<file path="config.mk">
export PLATFORM = sky130hd
export DESIGN_NAME = add64_seq
export DESIGN_NICKNAME = d
export VERILOG_FILES = /design/src/rtl/add64_seq.sv
export SDC_FILE = /design/constraint.sdc
export NUM_CORES = 1
export LEC_CHECK = 0
export CORE_AREA = 2 2 143 145
export CTS_CLUSTER_SIZE = 40
export DETAILED_ROUTE_END_ITERATION = 12
export DIE_AREA = 0 0 145 147
export GPL_TIMING_DRIVEN = 0
export HOLD_SLACK_MARGIN = 0.15
export PLACE_DENSITY = 0.78
export SYNTH_ARGS = -nofsm -noshare
export SYNTH_HDL_FRONTEND = slang
export SYNTH_SLANG_ARGS = --single-unit
</file>
<file path="constraint.sdc">
create_clock -name clk -period 1.7 [get_ports clk]
set_input_delay 0.34 -clock clk [delete_from_list [all_inputs] [get_ports clk]]
set_output_delay 0.34 -clock clk [all_outputs]
set_load 0.005 [all_outputs]
</file>
<file path="src/rtl/add64_seq.sv">
// add64_seq: 64-bit adder built from one external 32-bit adder, used twice.
// A captured request is summed as a low half (LO) and then a high half (HI),
// with the low-half carry fed into the high half. The result is held in DONE
// until the consumer accepts it.
// Optional build macro ADD64_SUB_EN adds an op_sub input. With op_sub=1 the
// block computes in_a - in_b as in_a + ~in_b + 1, and out_co is NOT borrow.
module add64_seq #(
  parameter int ZERO_IDLE = 1
) (
  input  logic        clk,
  input  logic        rst_n,
  input  logic        in_valid,
  output logic        in_ready,
  input  logic [63:0] in_a,
  input  logic [63:0] in_b,
  input  logic        in_ci,
`ifdef ADD64_SUB_EN
  input  logic        op_sub,
`endif
  output logic [31:0] add_a,
  output logic [31:0] add_b,
  output logic        add_ci,
  input  logic [31:0] add_s,
  input  logic        add_co,
  output logic        out_valid,
  input  logic        out_ready,
  output logic [63:0] out_sum,
  output logic        out_co
);

  typedef enum logic [1:0] {IDLE, LO, HI, DONE} state_t;

  state_t      state_reg, state_next;
  logic [63:0] a_reg;
  logic [63:0] b_reg;
  logic        ci_reg;
  logic        carry_reg;
  logic [63:0] sum_reg;
  logic        co_reg;
`ifdef ADD64_SUB_EN
  logic        sub_reg;
`endif

  // Adder operand values for the current phase; zero outside LO/HI.
  logic [31:0] drv_a, drv_b;
  logic        drv_ci;
  logic        drv_active;

  // State register; reset abandons any request in flight.
  always_ff @(posedge clk) begin
    if (!rst_n) state_reg <= IDLE;
    else        state_reg <= state_next;
  end

  // Next-state logic: LO and HI each last exactly one cycle.
  always_comb begin
    state_next = state_reg;
    case (state_reg)
      IDLE:    if (in_valid) state_next = LO;
      LO:      state_next = HI;
      HI:      state_next = DONE;
      DONE:    if (out_ready) state_next = IDLE;
      default: state_next = IDLE;
    endcase
  end

  assign in_ready  = (state_reg == IDLE);
  assign out_valid = (state_reg == DONE);
  assign out_sum   = sum_reg;
  assign out_co    = co_reg;

  // Operand capture and per-half result collection from the external adder.
  always_ff @(posedge clk) begin
    if (!rst_n) begin
      a_reg     <= '0;
      b_reg     <= '0;
      ci_reg    <= 1'b0;
      carry_reg <= 1'b0;
      sum_reg   <= '0;
      co_reg    <= 1'b0;
`ifdef ADD64_SUB_EN
      sub_reg   <= 1'b0;
`endif
    end else begin
      case (state_reg)
        IDLE: begin
          if (in_valid) begin
            a_reg  <= in_a;
            b_reg  <= in_b;
            ci_reg <= in_ci;
`ifdef ADD64_SUB_EN
            sub_reg <= op_sub;
`endif
          end
        end
        LO: begin
          sum_reg[31:0] <= add_s;
          carry_reg     <= add_co;
        end
        HI: begin
          sum_reg[63:32] <= add_s;
          co_reg         <= add_co;
        end
        default: ;
      endcase
    end
  end

  // Select the half-operands for the adder according to the phase.
  always_comb begin
    drv_a      = '0;
    drv_b      = '0;
    drv_ci     = 1'b0;
    drv_active = 1'b0;
    case (state_reg)
      LO: begin
        drv_active = 1'b1;
        drv_a      = a_reg[31:0];
`ifdef ADD64_SUB_EN
        // Subtraction: invert B and force the +1 in through the low carry-in.
        drv_b  = sub_reg ? ~b_reg[31:0] : b_reg[31:0];
        drv_ci = sub_reg ? 1'b1 : ci_reg;
`else
        drv_b  = b_reg[31:0];
        drv_ci = ci_reg;
`endif
      end
      HI: begin
        drv_active = 1'b1;
        drv_a      = a_reg[63:32];
`ifdef ADD64_SUB_EN
        drv_b = sub_reg ? ~b_reg[63:32] : b_reg[63:32];
`else
        drv_b = b_reg[63:32];
`endif
        drv_ci = carry_reg;
      end
      default: ;
    endcase
  end

  generate
    if (ZERO_IDLE != 0) begin : g_zero_idle
      // Adder inputs are quiet (zero) whenever it is not in use.
      assign add_a  = drv_a;
      assign add_b  = drv_b;
      assign add_ci = drv_ci;
    end else begin : g_hold_idle
      logic [31:0] hold_a_reg, hold_b_reg;
      logic        hold_ci_reg;
      // Remember the last operands so the adder inputs do not toggle when idle.
      always_ff @(posedge clk) begin
        if (!rst_n) begin
          hold_a_reg  <= '0;
          hold_b_reg  <= '0;
          hold_ci_reg <= 1'b0;
        end else if (drv_active) begin
          hold_a_reg  <= drv_a;
          hold_b_reg  <= drv_b;
          hold_ci_reg <= drv_ci;
        end
      end
      assign add_a  = drv_active ? drv_a  : hold_a_reg;
      assign add_b  = drv_active ? drv_b  : hold_b_reg;
      assign add_ci = drv_active ? drv_ci : hold_ci_reg;
    end
  endgenerate

endmodule

</file>
==> impl_metrics.py <==
metrics = {
    "worst_setup_path": {
        "critical_path.slowest_cell": "dfxtp_4",
        "critPathRequiredTime_ns": 1.36,
        "worst-path-max-fanout": 6,
        "worst_path_cell_trace": "inv_4 -> ha_4 -> buf_12 -> buf_12 -> buf_6 -> a22oi_2 -> nor2b_1 -> buf_2",
        "timing.critical_path.to_type": "output port",
        "worst_r2r_path_depth": 8,
        "critPathLaunchType": "register",
        "crit_type": "reg -> out",
        "timing.critical_path.mode_cell": "buf_12",
        "cp_data_arrival_time_ns": 1.83,
        "worst_path_largest_cell_delay_ns": 0.37,
    },
    "timing": {
        "grt_setup_unrepaired": "yes",
        "setup_viol": 65,
        "worst_slew_pin_slew_ns": 0.483,
        "layout_setup_ws_ns": -0.472,
        "final-hold-violation-count": 0,
        "slew_headroom_pct": 67.8,
        "timing_max_transition_violations_final": 0,
        "max_clock_freq_mhz": 460,
        "portion_of_the_clock_cycle_consumed_by_the_worst_path_in_the_final_layout_pct": 128,
        "clock-skew-final_ns": 0.00795,
        "finalWorstPathRequiredPeriod_ns": 2.17,
        "hold_ws_ns": 0.422,
    },
    "drt": {
        "drt-wirelength-per-cell_um": 18.3,
        "drt.antenna.violating_nets": 0,
        "routed-via-count": 7935,
        "drtIter0Drc": 315,
        "dr.pass1.iters": 4,
        "finalWirelength_um": 29000,
        "drt_drc_violations_left": 0,
        "viasPerCell": 5.01,
    },
    "floorplanning": {
        "initial_core_util_pct": 44.8,
        "ioPinCount": 298,
        "dieWidth_um": 145,
        "floorplan.die.height_um": 147,
        "placeableCoreArea_um2": 19800,
        "fp.dieArea_um2": 21300,
        "fp-row-count": 52,
    },
    "yosys": {
        "postSynthNetCount": 1113,
        "synth_commonest_cells": "nand2_1 (261), dfxtp_1 (197), nor2b_1 (132)",
        "netlist_top_cells_area": "dfxtp_1 (44%), a21boi_2 (13%), nand2_1 (11%)",
        "ys_warn_count": 0,
        "synthDominantCellAreaShare_pct": 44.3,
        "synth_top_flop_cell": "dfxtp_1",
        "syn-mean-instance-area_um2": 9.44,
        "netlist.top_cell.by_area": "dfxtp_1",
        "yosysSeqAreaShare_pct": 44.3,
        "synth_most_common_cell": "nand2_1",
        "synth_async_sr_flop_share_pct": 0,
        "synth-seq-cells": 197,
        "postSynthCellCount": 942,
        "synth-edff-count": 0,
        "syn_area_um2": 8890,
        "synth.distinct_cells": 20,
    },
    "clock_network": {
        "clock_pin_slew_of_the_registers_on_the_worst_case_setup_and_hold_paths_ns": 0.07,
        "cts_inserted_buffers": 17,
        "cts.htree.levels": 4,
        "tritoncts": "built",
        "numClockSinks": 197,
        "clk_root_buffer_cell": "clkbuf_16",
        "cts_buffer_depth": 2,
        "clock_latency_ns": 0.44,
    },
    "worst_hold_path": {
        "min_delay_path_depth": 4,
        "hold_class": "in -> reg",
    },
    "layout": {
        "layoutNonFillerInstCount": 1584,
        "layout.nets": 1471,
        "drive_above_1_share_pct": 30.2,
        "final_design_area_no_fill_um2": 13800,
        "area_growth_pct": 55.7,
    },
    "placement": {
        "place.port_buffers": 296,
        "routabilityCongestion": 0.801,
        "postPlaceCellArea_um2": 12200,
        "dp_worst_setup_slack_ns": -0.892,
        "hpwlAfterDp_um": 19800,
        "placedCellCount": 1508,
    },
    "grt": {
        "total_congestion_overflow": 0,
        "grt_max_degree": 19,
        "grt_pass1_wl_um": 44100,
        "number_of_global_route_vias_before_repair": 8095,
        "antenna_found_initial": 2,
        "gr-usage-all-layers_pct": 26.1,
    },
    "power_and_ir_drop": {
        "leakage_nw": 5.11,
        "power_per_cell_area_nw_per_um2": 1310,
        "power.ir.vdd_worst_mv": 0.839,
    },
    "flow_run": {
        "drv_cap": 0,
    },
    "status": {
        "violations": "setup timing",
        "run_status": "complete, but fails checks",
    },
}
## final timing paths
kind	startpoint	endpoint	slack, ns
max	state_reg[1]	add_a[12]	-0.47
min	rst_n	state_reg[1]	0.42
max reg2reg	state_reg[1]	out_sum[20]	0.12
min reg2reg	a_reg[43]	a_reg[43]	0.47
## timing repair
item,in CTS,in global routing
hold buffers,0,0
pin swaps,14,38
setup buffers,20,18
cloned,7,5
endpoints found under the setup margin,67,92
gates resized for setup,416,77
## through the flow
step,power [mW],utilization [%],setup TNS [ns]
after detailed placement,11.9,61.5,-46.34
after global placement,11.8,61.5,-44.93
after global routing,18.9,69.8,-28.21
final,18.1,69.8,-24.35
after CTS,17.5,68.3,-28.79
after floorplan,9.50,-,0
## cells by family after synthesis
logic type,share of synthesized area [%]
AO/OA/AOI/OAI,20.8
adder cells (fa/ha/maj),0.703
buffers and inverters,6.18
flip-flops,44.3
multiplexers,7.54
AND/OR/NAND/NOR,20.4
## metal layers
metal / up-vias / part of all wire, % / global-route usage [%]
li1: 3847 / - / -
met1: 3761 / 41 / 31.2
met2: 277 / 48 / 43.9
met3: 48 / 8.2 / 8.98
met4: 2 / 2.6 / 9.21
met5: - / 0.038 / 0
## worst max-delay path, delay by kind of cell, from the launching register on
family                     cells  cell delay, ns
buffers and inverters          5            0.57
DFF                            1            0.37
adders and majority gates      1            0.20
AOI/OAI and AO/OA              1            0.18
and+or+nand+nor                1            0.07
## area by class of cell
cell class                      instances  area, µm²
Fill cell                            1516       6000
Multi-Input combinational cell        663       4900
Sequential cell                       197       3950
Timing Repair Buffer                  345       3320
Buffer                                 73        749
Clock buffer                           19        453
Tap cell                              270        338
Clock inverter                         13        113
Inverter                                3       16.3
Antenna cell                            1       2.50
## placed cells by master (no fill, tap or decap), types with 25 or more instances in the layout
master and instances:
clkdlybuf4s50_1 223, nor2b_1 111, mux2i_1 67, buf_6 25, a22oi_2 65, buf_4 26, nand2_1 261, dfxtp_1 194
buf_2 68, a21boi_2 100
## report_power, final
part	leakage [nW]	switching (mW)	total [mW]	internal, mW
logic	3.22	3.68	8.23	4.55
clock network	0.275	1.92	3.92	2.00
registers	1.61	0.527	5.96	5.43
(Power assumes the default switching activity.)
